[config.mk]
export PLATFORM = sky130hd
export DESIGN_NAME = fft_output_serializer
export DESIGN_NICKNAME = d
export VERILOG_FILES = /design/src/rtl/fft_pkg.sv /design/src/rtl/fft_pace_counter.sv /design/src/rtl/fft_output_serializer.sv
export SDC_FILE = /design/constraint.sdc
export NUM_CORES = 1
export LEC_CHECK = 0
export BUFFER_PORTS_ARGS = -buffer_cell sky130_fd_sc_hd__buf_2
export CELL_PAD_IN_SITES_DETAIL_PLACEMENT = 0
export CELL_PAD_IN_SITES_GLOBAL_PLACEMENT = 2
export CORE_MARGIN = 4
export CORE_UTILIZATION = 44
export CTS_CLUSTER_SIZE = 14
export DETAILED_ROUTE_END_ITERATION = 6
export HOLD_SLACK_MARGIN = 0.08
export PLACE_DENSITY_LB_ADDON = 0.1
export SLEW_MARGIN = 10
export SYNTH_ARGS = -nofsm -noshare
export SYNTH_HDL_FRONTEND = slang
export SYNTH_SLANG_ARGS = --single-unit
[constraint.sdc]
create_clock -name fastclk -period 26 [get_ports fastclk]
set_input_delay 1.3 -clock fastclk [delete_from_list [all_inputs] [get_ports fastclk]]
set_output_delay 1.3 -clock fastclk [all_outputs]
set_load 0.02 [all_outputs]
[src/rtl/fft_pkg.sv]
// ============================================================================
// Module      : fft_pkg
// Description : Shared FFT constants, output-sequencer state encoding and
//               helpers for bit-reversed addressing and flattened-bus slicing.
// Revision    : 1.0 - initial release
// ============================================================================
`default_nettype none

package fft_pkg;

  // Default transform geometry shared with the FFT core.
  localparam int unsigned FFT_N      = 8;
  localparam int unsigned FFT_W      = 16;
  localparam int unsigned FFT_IW     = $clog2(FFT_N);
  // Widest index supported (N up to 64).
  localparam int unsigned FFT_MAX_IW = 6;

  // Output sequencer states.
  typedef enum logic [1:0] {
    ST_IDLE    = 2'd0,
    ST_PRESENT = 2'd1,
    ST_WAIT    = 2'd2
  } ser_state_e;

  // Reverse the low 'bits' bits of 'a'; upper bits of the result are zero.
  function automatic logic [FFT_MAX_IW-1:0] bitrev(input logic [FFT_MAX_IW-1:0] a,
                                                   input int bits);
    logic [FFT_MAX_IW-1:0] r;
    logic [FFT_MAX_IW-1:0] s;
    r = '0;
    s = a;
    for (int i = 0; i < int'(FFT_MAX_IW); i++) begin
      if (i < bits) begin
        r = {r[FFT_MAX_IW-2:0], s[0]};
        s = s >> 1;
      end
    end
    return r;
  endfunction

  // LSB position of bin k on a flattened bus of w-bit bins.
  function automatic int unsigned bin_lsb(input int unsigned k, input int unsigned w);
    return k * w;
  endfunction

endpackage

`default_nettype wire

[src/rtl/fft_pace_counter.sv]
// ============================================================================
// Module      : fft_pace_counter
// Description : Saturating beat-pacing counter. Counts up to RATE_DIV-1 and
//               holds; clear returns it to 0. ready_o reports that the count
//               is saturated as of the coming edge, so a registered consumer
//               can raise its valid exactly RATE_DIV cycles after a clear.
// Revision    : 1.0 - initial release
// ============================================================================
`default_nettype none

module fft_pace_counter #(
  parameter int unsigned RATE_DIV = 52
) (
  input  logic clk_i,
  input  logic rst_i,
  input  logic clear_i,
  output logic ready_o
);

  localparam int unsigned   CW  = (RATE_DIV > 1) ? $clog2(RATE_DIV) : 1;
  localparam logic [CW-1:0] MAX = CW'(RATE_DIV - 1);

  logic [CW-1:0] cnt_q;
  logic [CW-1:0] cnt_d;

  // Next count: clear wins, otherwise count up and hold at MAX.
  always_comb begin
    cnt_d = cnt_q;
    if (clear_i) begin
      cnt_d = '0;
    end else if (cnt_q != MAX) begin
      cnt_d = cnt_q + CW'(1);
    end
  end

  assign ready_o = (cnt_d == MAX);

  // Count register; starts saturated so the first beat is not delayed.
  always_ff @(posedge clk_i or posedge rst_i) begin
    if (rst_i) begin
      cnt_q <= MAX;
    end else begin
      cnt_q <= cnt_d;
    end
  end

endmodule

`default_nettype wire

[src/rtl/fft_output_serializer.sv]
// ============================================================================
// Module      : fft_output_serializer
// Description : Double-buffered FFT frame capture with paced, one-bin-per-beat
//               valid/ready streaming, optional bit-reversed read order and
//               DC/Nyquist imaginary masking.
// Revision    : 1.0 - initial release
// ============================================================================
`default_nettype none

module fft_output_serializer
  import fft_pkg::*;
#(
  parameter int unsigned N        = FFT_N,
  parameter int unsigned W        = FFT_W,
  parameter int unsigned RATE_DIV = 52,
  parameter int unsigned BITREV   = 0
) (
  input  logic                  fastclk,
  input  logic                  rst,
  input  logic [N*W-1:0]        frame_re,
  input  logic [N*W-1:0]        frame_im,
  input  logic                  frame_valid,
  output logic                  frame_ready,
  output logic [W-1:0]          output_re,
  output logic [W-1:0]          output_im,
  output logic [$clog2(N)-1:0]  index,
  output logic                  out_valid,
  input  logic                  out_ready,
  output logic                  out_last,
  output logic                  overrun
);

  localparam int unsigned   IW       = $clog2(N);
  localparam logic [IW-1:0] LAST_PTR = IW'(N - 1);
  localparam logic [IW-1:0] NYQ_BIN  = IW'(N / 2);

  ser_state_e    state_q, state_d;
  logic [IW-1:0] ptr_q, ptr_d;
  logic          act_full_q, act_full_d;
  logic          sh_full_q, sh_full_d;
  logic [W-1:0]  out_re_q, out_im_q;
  logic [IW-1:0] index_q;
  logic          out_last_q;
  logic          overrun_q;

  logic [W-1:0]  in_re [N];
  logic [W-1:0]  in_im [N];
  logic [W-1:0]  act_re_q [N];
  logic [W-1:0]  act_im_q [N];
  logic [W-1:0]  sh_re_q [N];
  logic [W-1:0]  sh_im_q [N];

  logic          hs, at_last, cap, prom, pace_ready, valid_d, load;
  logic [IW-1:0] addr_d;
  logic [W-1:0]  rd_re, rd_im;

  fft_pace_counter #(.RATE_DIV(RATE_DIV)) u_pace (
    .clk_i   (fastclk),
    .rst_i   (rst),
    .clear_i (hs),
    .ready_o (pace_ready)
  );

  // Per-bin unpack of the input buses and the two frame buffers.
  for (genvar k = 0; k < int'(N); k++) begin : g_bin
    assign in_re[k] = frame_re[bin_lsb(k, W) +: W];
    assign in_im[k] = frame_im[bin_lsb(k, W) +: W];

    // Promotion copies shadow to active; capture overwrites shadow.
    always_ff @(posedge fastclk) begin
      if (prom) begin
        act_re_q[k] <= sh_re_q[k];
        act_im_q[k] <= sh_im_q[k];
      end
      if (cap) begin
        sh_re_q[k] <= in_re[k];
        sh_im_q[k] <= in_im[k];
      end
    end
  end

  // Control: handshake, buffer bookkeeping, next pointer and next beat.
  // The active buffer counts as free on the final handshake so a waiting
  // shadow frame streams with no extra bubble.
  always_comb begin
    hs         = (state_q == ST_PRESENT) && out_ready;
    at_last    = (ptr_q == LAST_PTR);
    cap        = frame_valid && !sh_full_q;
    prom       = sh_full_q && (!act_full_q || (hs && at_last));
    act_full_d = prom || (act_full_q && !(hs && at_last));
    sh_full_d  = cap || (sh_full_q && !prom);
    ptr_d      = ptr_q;
    if (prom || (hs && at_last)) begin
      ptr_d = '0;
    end else if (hs) begin
      ptr_d = ptr_q + IW'(1);
    end
    addr_d  = (BITREV != 0) ? IW'(bitrev(FFT_MAX_IW'(ptr_d), int'(IW))) : ptr_d;
    rd_re   = prom ? sh_re_q[addr_d] : act_re_q[addr_d];
    rd_im   = prom ? sh_im_q[addr_d] : act_im_q[addr_d];
    valid_d = act_full_d && pace_ready;
    load    = valid_d && ((state_q != ST_PRESENT) || hs);
    if (valid_d) begin
      state_d = ST_PRESENT;
    end else if (act_full_d) begin
      state_d = ST_WAIT;
    end else begin
      state_d = ST_IDLE;
    end
  end

  // Sequencer state, flags and registered beat outputs.
  always_ff @(posedge fastclk or posedge rst) begin
    if (rst) begin
      state_q    <= ST_IDLE;
      ptr_q      <= '0;
      act_full_q <= 1'b0;
      sh_full_q  <= 1'b0;
      out_re_q   <= '0;
      out_im_q   <= '0;
      index_q    <= '0;
      out_last_q <= 1'b0;
      overrun_q  <= 1'b0;
    end else begin
      state_q    <= state_d;
      ptr_q      <= ptr_d;
      act_full_q <= act_full_d;
      sh_full_q  <= sh_full_d;
      if (frame_valid && sh_full_q) begin
        overrun_q <= 1'b1;
      end
      if (load) begin
        out_re_q   <= rd_re;
        out_im_q   <= ((addr_d == '0) || (addr_d == NYQ_BIN)) ? '0 : rd_im;
        index_q    <= addr_d;
        out_last_q <= (ptr_d == LAST_PTR);
      end else if (!valid_d) begin
        out_last_q <= 1'b0;
      end
    end
  end

  assign frame_ready = !sh_full_q;
  assign out_valid   = (state_q == ST_PRESENT);
  assign output_re   = out_re_q;
  assign output_im   = out_im_q;
  assign index       = index_q;
  assign out_last    = out_last_q;
  assign overrun     = overrun_q;

endmodule

`default_nettype wire

==> results of run 1 <==
layout make-up:
class / instances / area, um2 / area share
inverters: 10 / 45.0 / 0.00188
clock inverters: 37 / 377 / 0.0157
well taps: 592 / 741 / 0.0309
clock buffers: 68 / 1480 / 0.0617
flip-flops and latches: 562 / 16600 / 0.695
repair buffers: 313 / 1600 / 0.0670
diodes: 5 / 12.5 / 0.000523
multi-input cells: 523 / 3050 / 0.127
per-stage QoR:
| step | cell area, um2 | power [uW] |
|---|---|---|
| after floorplan | 19900 | 999 |
| after global placement | 22100 | 1020 |
| after detailed placement | 22100 | 1020 |
| after CTS | 23900 | 1830 |
| after global routing | 23900 | 1870 |
| final | 23900 | 1810 |
sequential cells by signal, summed over array words and instances, names as in the netlist:
| name | count |
|---|---|
| act_full_q | 1 |
| act_im_q | 128 |
| act_re_q | 128 |
| index | 3 |
| out_last | 1 |
| output_im | 16 |
| output_re | 16 |
| overrun | 1 |
| ptr_q | 3 |
| sh_full_q | 1 |
| sh_im_q | 128 |
| sh_re_q | 128 |
| state_q | 2 |
| u_pace.cnt_q | 6 |
critical path, delay by kind of cell, from the launching register on:
kind	cells	cell delay (ns)
AOI/OAI and AO/OA	2	0.50
adders and majority gates	2	0.62
buffers and inverters	1	0.50
DFF	1	0.76
and+or+nand+nor	5	2.01
Yosys cell counts (all sizes together) (2+ instances only):
cell,number
edfxtp,512
nand2,212
nand3,68
dfrtp,46
clkbuf,44
a21oi,33
a221oi,33
mux2i,23
o21ai,22
a31oi,16
a32o,16
a22o,15
buf,14
o221ai,11
o22ai,11
o31ai,11
nor2,10
inv,9
dfstp,4
nand2b,4
ha,3
mux2,3
nor3,3
xnor2,3
and2,2
and3,2
nor2b,2
nor4,2
xor2,2
kinds of logic (layout without fill, tap and decap cells):
family	after synthesis	in the layout	share of synthesized area
flops	562	562	0.836
xor+xnor	5	5	0.00220
buf+inv	68	428	0.0143
simple gates	315	315	0.0685
other cells	0	5	0
mux	26	26	0.0133
fa+ha+maj	3	3	0.00189
compound gates	174	174	0.0637
how the worst max path moves through the flow:
stage	to	startpoint
4_1_cts	act_im_q[4][2]	ptr_q[0]
3_3_place_gp	output_im[2]	out_ready
3_5_place_dp	output_im[1]	out_ready
5_1_grt	act_im_q[4][2]	ptr_q[0]
6_report	output_im[12]	ptr_q[0]
2_1_floorplan	sh_im_q[0][0]	frame_valid
power breakdown:
part / leakage [uW] / switching (uW) / internal [uW] / total [uW]
clock network: 0.000903 / 334 / 474 / 808
logic: 0.00261 / 10.5 / 13.7 / 24.2
registers: 0.00526 / 0.00000000000258 / 979 / 979
per-layer routing:
| metal | track usage | vias to the layer above | share of wire |
|---|---|---|---|
| met5 | 0 | - | 0 |
| met4 | 0.0582 | 0 | 0.027 |
| met3 | 0.0409 | 78 | 0.058 |
| met2 | 0.297 | 360 | 0.47 |
| met1 | 0.264 | 5431 | 0.44 |
| li1 | - | 5086 | - |
==> out/summary.txt, run 1 <==
Num CTS Buffers - 56
cts-stage hold buffer count - 0
most common cell after layout, fill and taps aside - edfxtp_1
Post-Layout Cell Count - 2,110
initial antenna violation count - 5
H-tree depth - 2
Leak - 0.00878 uW
syn nets - 1,416
endpoint class of the critical path - flop
WL/cell - 22.0 um
# rows - 77
Iteration-0 DRC Markers - 745
Worst Setup Path Type - flop to flop
Place WS - 21.30 ns
TritonCTS clock tree - yes
Fmax - 219 MHz
die span in y - 221 um
clk_skew - 0.0222 ns
hold endpoint - act_im_q[2][1]
Vias/cell - 5.19
die area - 48,700 um2
CTS Buffer Depth - 3
Antenna Nets Post-Route - 0
die width - 221 um
Core Box Area - 44,400 um2
YS warnings - 0
Crit Reg-Reg Endpoint - output_im[12]
PwrDens - 75.6 nW/um2
synth top area cells - edfxtp_1 77%, dfrtp_1 5.8%, nand2_1 4.0%
vias in the first global route - 11,100
peak supply drop - 0.0000456 V
largest net degree at the start of global routing - 127
Hold Slack - 0.414 ns
status - finished, final reports clean
Async S/R FF share, synth - 0.0890
max-cap violations - 0
postcts setup bufs - 0
Core Util, Final - 0.539
Via Count - 11,000
period utilization - 0.175
hold_sp - sh_im_q[2][1]
placer congestion estimate - 0.768
first-pass GRT wire length - 67.5 mm
EDFF count, synth - 512
Total GRT Usage - 0.188
Post-Syn Area - 19,900 um2
final worst slack - 21.44 ns
WP data arrival - 5.04 ns
post-cts resize count - 0
Initial Util - 0.448
Worst-Margin Slew - 1.15 ns
dominant synthesized flop cell - edfxtp_1
HP Class - flop to flop
# IOs - 299
Worst-path clk slew - 0.06 ns
HPWL after DPL - 29.6 mm
final hold vios - 0
share of layout cells above drive strength 1 - 0.280
Largest stage delay, worst path - 0.95 ns
remaining global-route overflow - 0
Area Growth Syn to Fin - 20.3%
Syn Inst Count - 1,153
Yosys cell types - 54
Clk Latency, worst-skew pair - 0.61 ns
syn_area_per_cell - 17.3 um2
crit path time final - 4.56 ns
Seq cells post-synth - 562
Final Net Count - 1,729
CTS Sinks - 562
DR pass1 iterations - 5
WL final - 46.5 mm
critical path's slowest cell - nor2_2
RSZ-0062 raised after global routing - false
cell taking the most area after synthesis - edfxtp_1
RR Startpoint - ptr_q[0]
post-synthesis sequential area ratio - 0.836
CP required - 26.47 ns
Hold Path Stages - 0
top-area cell type share of the netlist area - 0.773
post-route setup TNS - 0 ns
# fillers - 3,648
DRC viols - 0
Rel. slew slack - 0.236
CP max FO - 126
dpl cells - 2,000
port bufs - 298
worst reg-to-reg setup slack - 21.44 ns
final setup vio count - 0
kind of start point of the critical path - flop
Slew Viols, Final - 0
CTS root buf - clkbuf_16
Reg2Reg Depth - 10
cell chain of the critical path - ha_1 > ha_1 > nand4b_1 > nand2_1 > nand2_1 > inv_8 > nor2_2 > nand3_1 > a32o_1 > a22o_1
commonest non-fill, non-tap cells in the layout - 512 x edfxtp_1, 298 x buf_2, 211 x nand2_1
Note: power is estimated with default switching activity, not from simulation.
==> run 2: changes to the inputs <==
- CORE_UTILIZATION: 44 -> 37
- clock period: 26 -> 3.9 ns (I/O delays scaled with it)
==> out/summary.txt, run 2 (same netlist as run 1, synthesis figures left out) <==
# fillers - 4,439 (+22%)
Area Growth Syn to Fin - 35.3%
# IOs - 299 (unchanged)
crit path time final - 3.19 ns (-1.37 ns)
DR pass1 iterations - 5 (unchanged)
max-cap violations - 0 (unchanged)
largest net degree at the start of global routing - 148 (+17%)
H-tree depth - 2 (unchanged)
Place WS - 0.712 ns (-20.58 ns)
Via Count - 11,800 (+8.1%)
peak supply drop - 0.000318 V (+600%)
period utilization - 0.819 (+0.644)
Worst-Margin Slew - 0.964 ns (-0.181 ns)
share of layout cells above drive strength 1 - 0.248 (-0.0320)
TritonCTS clock tree - yes
endpoint class of the critical path - flop
PwrDens - 465 nW/um2 (+520%)
Leak - 0.00997 uW (+14%)
die span in y - 240 um (+8.7%)
CP max FO - 16 (-87%)
Core Util, Final - 0.509 (-0.0297)
vias in the first global route - 12,600 (+13%)
post-route setup TNS - 0 ns (unchanged)
WL/cell - 20.9 um (-5.0%)
kind of start point of the critical path - flop
commonest non-fill, non-tap cells in the layout - 512 x edfxtp_1, 298 x buf_2, 259 x dlygate4sd3_1
Clk Latency, worst-skew pair - 0.60 ns (about the same)
most common cell after layout, fill and taps aside - edfxtp_1
initial antenna violation count - 5 (unchanged)
WL final - 51.8 mm (+11%)
Slew Viols, Final - 0 (unchanged)
RSZ-0062 raised after global routing - false
Worst-path clk slew - 0.06 ns (about the same)
CTS root buf - clkbuf_16
HPWL after DPL - 31.4 mm (+6.0%)
CTS Buffer Depth - 3 (unchanged)
first-pass GRT wire length - 76.4 mm (+13%)
port bufs - 298 (unchanged)
die area - 57,500 um2 (+18%)
Worst Setup Path Type - flop to flop
clk_skew - 0.0195 ns (-0.00263 ns)
CP required - 4.44 ns (-22.03 ns)
Antenna Nets Post-Route - 0 (unchanged)
Power, Total - 12,500 uW (+590%)
status - finished, final reports clean
Post-DP Area - 22,400 um2 (+1.4%)
Vias/cell - 4.78 (-7.9%)
CTS Sinks - 562 (unchanged)
DRC viols - 0 (unchanged)
final hold vios - 0 (unchanged)
Iteration-0 DRC Markers - 738 (-0.94%)
Num CTS Buffers - 58 (+3.6%)
postcts setup bufs - 0 (unchanged)
die width - 240 um (+8.7%)
Final Net Count - 2,001 (+16%)
Rel. slew slack - 0.355 (+0.120)
fin area - 26,900 um2 (+12%)
# rows - 84 (+9.1%)
placer congestion estimate - 0.770 (+0.25%)
final worst slack - 0.706 ns (-20.73 ns)
Total GRT Usage - 0.179 (-0.00909)
remaining global-route overflow - 0 (unchanged)
WP data arrival - 3.73 ns (-1.31 ns)
final setup vio count - 0 (unchanged)
Fmax - 313 MHz (+43%)
Initial Util - 0.376 (-0.0716)
post-cts resize count - 0 (unchanged)
cts-stage hold buffer count - 259 (+259)
HP Class - input pin to asynchronous set/reset pin
Core Box Area - 52,900 um2 (+19%)
-- run 2: cell count changes in the layout (fill, tap and decap cells not counted), moves of 3 or more --
cell	before	now
clkbuf_16	56	59
diode_2	5	2
buf_12	0	6
buf_4	15	20
dlygate4sd3_1	0	259
-- run 2: critical path, stage by stage (launching register included) --
cell and delay [ns]:
dfstp_2 0.57, ha_1 0.24, nand2_1 0.09, nor3_1 0.44, mux2i_1 0.21, or4_2 0.74, a21oi_4 0.57, a32o_1 0.26
-- run 2: area by class of cell --
cell class                      count  area, um2  area share
Sequential cell                   562      16600       0.618
Timing Repair Buffer              583       4350       0.162
Multi-Input combinational cell    523       3070       0.114
Clock buffer                       69       1530      0.0570
Tap cell                          688        861      0.0320
Clock inverter                     38        418      0.0155
Inverter                           10       41.3     0.00153
Antenna cell                        2       5.00    0.000186
-- run 2: where the power goes --
part	internal, uW	total, uW	leakage (uW)	switching (uW)
combinational	261	373	0.00376	113
clock	3390	5630	0.000949	2250
sequential	6520	6520	0.00526	0.0000000000149
-- run 2: path summary, 6_finish.rpt --
| kind | from | to | slack, ns | cells after the start |
|---|---|---|---|---|
| worst min register to register | sh_re_q[7][8] | act_re_q[7][8] | 0.41 | 0 |
| min in group fastclk | frame_im[119] | sh_im_q[7][7] | 0.30 | 2 |
| worst max-delay path | u_pace.cnt_q[0] | output_im[14] | 0.71 | 7 |
| worst min-delay path | rst | state_q[1] | 0.26 | 3 |
| worst max register to register | u_pace.cnt_q[0] | output_im[14] | 0.71 | 7 |
| max in group asynchronous | rst | output_im[2] | 2.72 | 4 |
-- run 2: layer usage --
metal,vias to the layer above,part of all wire,track usage,wire length (um)
met5,-,0.00068,0,35
met4,6,0.030,0.0614,1540
met3,98,0.051,0.0342,2630
met2,317,0.48,0.295,25000
met1,5787,0.44,0.241,22500
li1,5629,-,-,-
-- run 2: through the flow --
stage / hold WS (ns) / cells
after floorplan: 0.294 / 1153
after global placement: 0.337 / 2107
after detailed placement: 0.340 / 2107
after CTS: 0.227 / 2473
after global routing: 0.263 / 2475
final: 0.261 / 2475
